$ cat config.mk
export PLATFORM = sky130hd
export DESIGN_NAME = vga_timing_gen
export DESIGN_NICKNAME = d
export VERILOG_FILES = /design/src/rtl/vga_timing_pkg.sv /design/src/rtl/vga_timing_gen_pixel_clock_enable.sv /design/src/rtl/vga_timing_gen.sv
export SDC_FILE = /design/constraint.sdc
export NUM_CORES = 1
export LEC_CHECK = 0
export BUFFER_PORTS_ARGS = -buffer_cell sky130_fd_sc_hd__buf_2
export CAP_MARGIN = 20
export CORE_ASPECT_RATIO = 0.8
export CORE_MARGIN = 3
export CORE_UTILIZATION = 56
export DETAILED_ROUTE_END_ITERATION = 8
export GPL_TIMING_DRIVEN = 0
export PLACE_DENSITY = 0.79
export SYNTH_ARGS = -nofsm -noshare
export SYNTH_HDL_FRONTEND = slang
export SYNTH_SLANG_ARGS = --single-unit
$ cat constraint.sdc
create_clock -name clock -period 2.7 [get_ports clock]
set_clock_uncertainty 0.15 [all_clocks]
set_input_delay 0.54 -clock clock [delete_from_list [all_inputs] [get_ports clock]]
set_output_delay 0.54 -clock clock [all_outputs]
set_load 0.03 [all_outputs]
$ cat src/rtl/vga_timing_pkg.sv
// Timing constants and helper functions for the VGA raster generator.
// Holds the default 640x480@60 Hz timing values, the line/frame total
// derivations and the sync window boundary functions shared by the
// timing generator.
package vga_timing_pkg;

  // Default 640x480@60 Hz horizontal timing, in pixels
  localparam int DEF_H_ACTIVE = 32'sd640;
  localparam int DEF_H_FRONT  = 32'sd16;
  localparam int DEF_H_SYNC   = 32'sd96;
  localparam int DEF_H_BACK   = 32'sd48;

  // Default 640x480@60 Hz vertical timing, in lines
  localparam int DEF_V_ACTIVE = 32'sd480;
  localparam int DEF_V_FRONT  = 32'sd10;
  localparam int DEF_V_SYNC   = 32'sd2;
  localparam int DEF_V_BACK   = 32'sd33;

  // Default pixel clock divider and sync polarity (active-low)
  localparam int DEF_CLK_DIV  = 32'sd2;
  localparam bit DEF_SYNC_POL = 1'b0;

  // Total positions along one axis (visible + porches + sync)
  function automatic int axis_total(input int active, input int front,
                                    input int sync, input int back);
    return active + front + sync + back;
  endfunction

  // First counter value inside the sync pulse
  function automatic int sync_first(input int active, input int front);
    return active + front;
  endfunction

  // Last counter value inside the sync pulse (inclusive)
  function automatic int sync_last(input int active, input int front,
                                   input int sync);
    return active + front + sync - 32'sd1;
  endfunction

endpackage

$ cat src/rtl/vga_timing_gen_pixel_clock_enable.sv
// Pixel clock enable: divides the system clock by CLK_DIV.
// Ports:
//   clock - system clock
//   reset - asynchronous, active-high; clears the divider to 0
//   tick  - high for the one system clock in which the divider sits at
//           CLK_DIV-1; constantly high when CLK_DIV is 1
module pixel_clock_enable #(
  parameter int CLK_DIV = 2
) (
  input  logic clock,
  input  logic reset,
  output logic tick
);

  // With CLK_DIV=1 the counter degenerates to a single bit that stays at 0
  localparam int DIV_W = (CLK_DIV > 1) ? $clog2(CLK_DIV) : 1;
  localparam logic [DIV_W-1:0] DIV_LAST = DIV_W'(CLK_DIV - 1);

  logic [DIV_W-1:0] div_count_r;

  // Tick is a pure decode of the divider register, so it is glitch-free
  assign tick = (div_count_r == DIV_LAST);

  // Divider counter: 0..CLK_DIV-1, wrapping on the tick
  always_ff @(posedge clock or posedge reset) begin
    if (reset) begin
      div_count_r <= '0;
    end else if (tick) begin
      div_count_r <= '0;
    end else begin
      div_count_r <= div_count_r + DIV_W'(1);
    end
  end

endmodule

$ cat src/rtl/vga_timing_gen.sv
// VGA raster timing generator (640x480@60 Hz by default).
// Ports:
//   clock      - system clock
//   reset      - asynchronous, active-high
//   xAddr      - horizontal position, 0..H_TOTAL-1
//   yAddr      - vertical position, 0..V_TOTAL-1
//   inDisplay  - high while the position is inside the visible area
//   hsync      - horizontal sync, asserted level SYNC_POL
//   vsync      - vertical sync, asserted level SYNC_POL
//   pixelTick  - one-clock pulse in the first clock of each new position
//   frameStart - one-clock pulse in the first clock of position (0,0)
// All outputs come straight from registers loaded with the next counter
// values, so position, qualifier and syncs change on the same clock edge.
// Consumers that register colour one clock after xAddr must delay the
// syncs themselves.
module vga_timing_gen
  import vga_timing_pkg::*;
#(
  parameter int CLK_DIV  = DEF_CLK_DIV,
  parameter int H_ACTIVE = DEF_H_ACTIVE,
  parameter int H_FRONT  = DEF_H_FRONT,
  parameter int H_SYNC   = DEF_H_SYNC,
  parameter int H_BACK   = DEF_H_BACK,
  parameter int V_ACTIVE = DEF_V_ACTIVE,
  parameter int V_FRONT  = DEF_V_FRONT,
  parameter int V_SYNC   = DEF_V_SYNC,
  parameter int V_BACK   = DEF_V_BACK,
  parameter bit SYNC_POL = DEF_SYNC_POL
) (
  input  logic       clock,
  input  logic       reset,
  output logic [9:0] xAddr,
  output logic [9:0] yAddr,
  output logic       inDisplay,
  output logic       hsync,
  output logic       vsync,
  output logic       pixelTick,
  output logic       frameStart
);

  localparam int H_TOTAL = axis_total(H_ACTIVE, H_FRONT, H_SYNC, H_BACK);
  localparam int V_TOTAL = axis_total(V_ACTIVE, V_FRONT, V_SYNC, V_BACK);

  localparam logic [9:0] H_LAST   = 10'(H_TOTAL - 1);
  localparam logic [9:0] V_LAST   = 10'(V_TOTAL - 1);
  localparam logic [9:0] H_VIS    = 10'(H_ACTIVE);
  localparam logic [9:0] V_VIS    = 10'(V_ACTIVE);
  localparam logic [9:0] HS_FIRST = 10'(sync_first(H_ACTIVE, H_FRONT));
  localparam logic [9:0] HS_LAST  = 10'(sync_last(H_ACTIVE, H_FRONT, H_SYNC));
  localparam logic [9:0] VS_FIRST = 10'(sync_first(V_ACTIVE, V_FRONT));
  localparam logic [9:0] VS_LAST  = 10'(sync_last(V_ACTIVE, V_FRONT, V_SYNC));

  localparam logic SYNC_ON  = SYNC_POL;
  localparam logic SYNC_OFF = ~SYNC_POL;

  logic       tick_s;
  logic [9:0] h_count_r;
  logic [9:0] v_count_r;
  logic [9:0] h_next_s;
  logic [9:0] v_next_s;
  logic       in_display_next_s;
  logic       hsync_next_s;
  logic       vsync_next_s;
  logic       frame_start_next_s;
  logic       in_display_r;
  logic       hsync_r;
  logic       vsync_r;
  logic       pixel_tick_r;
  logic       frame_start_r;

  pixel_clock_enable #(
    .CLK_DIV (CLK_DIV)
  ) u_pixel_clock_enable (
    .clock (clock),
    .reset (reset),
    .tick  (tick_s)
  );

  // Next raster position: advance on tick, wrapping both axes together
  always_comb begin
    h_next_s = h_count_r;
    v_next_s = v_count_r;
    if (tick_s) begin
      if (h_count_r == H_LAST) begin
        h_next_s = 10'd0;
        if (v_count_r == V_LAST) begin
          v_next_s = 10'd0;
        end else begin
          v_next_s = v_count_r + 10'd1;
        end
      end else begin
        h_next_s = h_count_r + 10'd1;
      end
    end else begin
      h_next_s = h_count_r;
      v_next_s = v_count_r;
    end
  end

  // Output decode from the next position; vsync only moves when the line
  // wraps because v_next_s only changes then
  always_comb begin
    in_display_next_s  = (h_next_s < H_VIS) && (v_next_s < V_VIS);
    hsync_next_s       = SYNC_OFF;
    vsync_next_s       = SYNC_OFF;
    frame_start_next_s = tick_s && (h_next_s == 10'd0) && (v_next_s == 10'd0);
    if ((h_next_s >= HS_FIRST) && (h_next_s <= HS_LAST)) begin
      hsync_next_s = SYNC_ON;
    end else begin
      hsync_next_s = SYNC_OFF;
    end
    if ((v_next_s >= VS_FIRST) && (v_next_s <= VS_LAST)) begin
      vsync_next_s = SYNC_ON;
    end else begin
      vsync_next_s = SYNC_OFF;
    end
  end

  // Counter and output registers; reset parks at the last position so the
  // first tick lands on (0,0) and raises frameStart
  always_ff @(posedge clock or posedge reset) begin
    if (reset) begin
      h_count_r     <= H_LAST;
      v_count_r     <= V_LAST;
      in_display_r  <= 1'b0;
      hsync_r       <= SYNC_OFF;
      vsync_r       <= SYNC_OFF;
      pixel_tick_r  <= 1'b0;
      frame_start_r <= 1'b0;
    end else begin
      h_count_r     <= h_next_s;
      v_count_r     <= v_next_s;
      in_display_r  <= in_display_next_s;
      hsync_r       <= hsync_next_s;
      vsync_r       <= vsync_next_s;
      pixel_tick_r  <= tick_s;
      frame_start_r <= frame_start_next_s;
    end
  end

  assign xAddr      = h_count_r;
  assign yAddr      = v_count_r;
  assign inDisplay  = in_display_r;
  assign hsync      = hsync_r;
  assign vsync      = vsync_r;
  assign pixelTick  = pixel_tick_r;
  assign frameStart = frame_start_r;

endmodule

==> impl_metrics.py <==
metrics = {
    "die": {
        "die_x_um": 67.3,
        "fp-row-count": 17,
        "dieArea_um2": 3700,
        "coreArea_um2": 2810,
        "ios": 27,
        "start_util_pct": 59.9,
        "die_h_um": 55.0,
    },
    "route": {
        "avgViaCountPerCell": 5.91,
        "routed_wl_mm": 3.72,
        "drtAntennaViolNets": 0,
        "via_count": 1455,
        "drt_iter0_markers": 61,
        "drt_pass1_iterations": 4,
        "post-route-drc-count": 0,
        "post_drt_wl_per_cell_um": 15.1,
    },
    "final_layout": {
        "diodes": 0,
        "design_area_um2": 1940,
        "nets": 214,
        "area_growth_pct": 15.1,
        "layout-drive-gt1-share_pct": 29.8,
    },
    "grt": {
        "grt_pass1_wl_mm": 5.94,
        "grt_antenna_before_repair": 0,
        "grt_overflow": 0,
        "grt_max_degree": 27,
        "track_usage_pct": 21.6,
        "grt_pass1_vias": 1263,
    },
    "cts": {
        "htreeDepth": 1,
        "clk-insertion-delay-late_ns": 0.28,
        "cts-root-buf": "clkbuf_8",
        "cts.sinks": 26,
        "cts_buffers": 3,
        "cts_hold_buffers": 0,
        "cts.reportedPaths.clkPinSlew_ns": 0.09,
        "cts_tree": "yes",
        "clockBufferDepth": 2,
    },
    "worst_setup_path": {
        "crit_slowest_cell": "dfstp_2",
        "reg2reg_from": "xAddr[4]",
        "required_ns": 2.73,
        "cp_max_fo": 8,
        "cp_slowest_stage_delay_ns": 0.60,
        "path_cells": "and4_1 -> buf_6 -> and4_1 -> buf_6 -> nand4_4 -> mux2i_1 -> or4_1 -> nor4_2",
        "crit_start": "xAddr[4]",
        "r2r_cells": 8,
        "end_kind": "flop",
        "arrival_ns": 2.56,
        "r2r_end": "frameStart",
        "start_kind": "flop",
        "critical_path_class": "reg -> reg",
        "reg2reg_setup_slack_ns": 0.16,
    },
    "logic_synthesis": {
        "synth_seq_area_share_pct": 39.6,
        "synth_area_leaders": "dfrtp_1 21%, dfstp_2 19%, xnor2_1 6.8%",
        "synth_top_area_cell": "dfrtp_1",
        "yosys_warnings": 0,
        "async_flop_share_pct": 100,
        "yosysUniqueCellTypes": 48,
        "yosysTopAreaCellShare_pct": 20.8,
        "synth_edf_count": 0,
        "synthesis.area_um2": 1680,
        "netlist_instances": 178,
        "ys_ff_latch": 26,
        "ys.flop_type": "dfrtp_1",
        "synthesis.nets": 183,
        "synth_area_per_cell_um2": 9.45,
    },
    "pwr": {
        "power_density_nw_per_um2": 336,
        "intPower_w": 0.000521,
        "p_seq_share_pct": 59.8,
        "p_clk_share_pct": 39.0,
        "p_leak_nw": 0.838,
        "p_switching_w": 0.000130,
        "finalPower_w": 0.000652,
        "combPwrFrac_pct": 1.2,
        "ir_drop_mv": 0.373,
        "netSwitchingFraction_pct": 20.0,
    },
    "sta": {
        "maxSlewHeadroom_pct": 36.1,
        "worst_pin_slew_ns": 0.958,
        "fmax_mhz": 394,
        "fin_hold_ws_ns": 0.253,
        "setup-tns-final_ns": 0,
        "slew_viol_final": 0,
        "period_needed_ns": 2.54,
        "worst_slack_ns": 0.165,
        "finalCritPeriodShare_pct": 93.9,
        "hold_viol_final": 0,
        "rsz0062_at_grt": "no",
        "setup_viol_count_final": 0,
    },
    "placement": {
        "port_buffers": 26,
        "placed_area_um2": 1860,
        "routabilityCongestion": 0.919,
        "dp_slack_ns": 0.0341,
        "hpwl_mm": 2.73,
    },
    "min_path": {
        "hold_start": "u_pixel_clock_enable.tick",
        "worstHoldPathCells": 0,
        "holdPathEnd": "pixelTick",
        "hp-class": "reg -> reg",
    },
    "run_status": {
        "status": "completed",
    },
    "flow_run": {
        "cap_violations": 0,
    },
}
what timing repair did:
item	in CTS	in global routing
pin swaps	0	1
setup endpoints to repair	1	2
setup buffers	0	3
gates resized for setup	0	4
critical path, delay by kind of cell, from the launching register on:
| family | cells | cell delay [ns] |
|---|---|---|
| flip-flops | 1 | 0.60 |
| buffers and inverters | 2 | 0.27 |
| multiplexers | 1 | 0.17 |
| AND/OR/NAND/NOR | 5 | 1.25 |
power by group through the flow:
stage | clock, W | sequential [W] | combinational (W)
global placement | 0 | 0.000397 | 0.00000823
finish | 0.000254 | 0.000390 | 0.00000782
global route | 0.000276 | 0.000390 | 0.00000942
detailed placement | 0 | 0.000397 | 0.00000853
floorplan | 0 | 0.000397 | 0.00000563
CTS | 0.000259 | 0.000390 | 0.00000857
stage by stage:
stage | util, % | std cells
5_1_grt | 69.0 | 246
3_5_place_dp | 66.3 | 242
4_1_cts | 67.9 | 244
3_3_place_gp | 66.3 | 242
6_report | 69.0 | 246
2_1_floorplan | - | 178
sequential cells by signal, indices dropped and copies added, names as in the netlist:
| register | flops |
|---|---|
| pixelTick | 1 |
| yAddr | 10 |
| frameStart | 1 |
| xAddr | 10 |
| vsync | 1 |
| hsync | 1 |
| inDisplay | 1 |
| u_pixel_clock_enable.tick | 1 |
layer usage:
metal	wire length, µm	global-route usage (%)	up-vias
met4	30	4.04	0
met3	231	5.05	4
met1	1740	29.2	696
met5	0	0	-
met2	1730	35.9	50
li1	-	-	705
cells by family after synthesis:
logic type | after synthesis | share of synthesized area [%]
fa+ha+maj | 3 | 2.23
mux | 6 | 3.72
compound gates | 35 | 14.1
flops | 26 | 39.6
simple gates | 70 | 25.3
buf+inv | 23 | 7.29
xor+xnor | 15 | 7.81
cell usage in the layout, fill, tap and decap left out, types with 6 or more instances in the layout:
cell | synthesis | routed
buf_2 | 5 | 28
clkbuf_1 | 7 | 6
dfrtp_1 | 14 | 14
dfstp_2 | 12 | 12
inv_1 | 7 | 7
nand2_1 | 13 | 13
nand3_1 | 8 | 8
nor2_1 | 12 | 12
o21ai_0 | 8 | 8
xnor2_1 | 13 | 13
synth_stat cells (all sizes together) (3+ instances only):
master,count
ha,3
mux2i,4
a31oi,5
nand2,13
dfstp,12
and4,3
and2,4
nand4,7
nor3,7
o21ai,9
xnor2,13
a21oi,5
inv,7
buf,9
nand3,8
dfrtp,14
nor2,12
clkbuf,7
how the worst max path moves through the flow:
stage,end,cells past startpoint
2_1_floorplan,frameStart,9
3_3_place_gp,frameStart,9
3_5_place_dp,frameStart,9
4_1_cts,frameStart,8
5_1_grt,frameStart,8
6_report,frameStart,8
area by class of cell:
type                            count  area, µm²
Sequential cell                    26        666
Multi-Input combinational cell    129        905
Inverter                            7       26.3
Clock buffer                        4       55.1
Tap cell                           38       47.5
Buffer                             13       85.1
Timing Repair Buffer               29        153
Fill cell                         248        871
No activity file was read; power rests on OpenSTA's default activity.
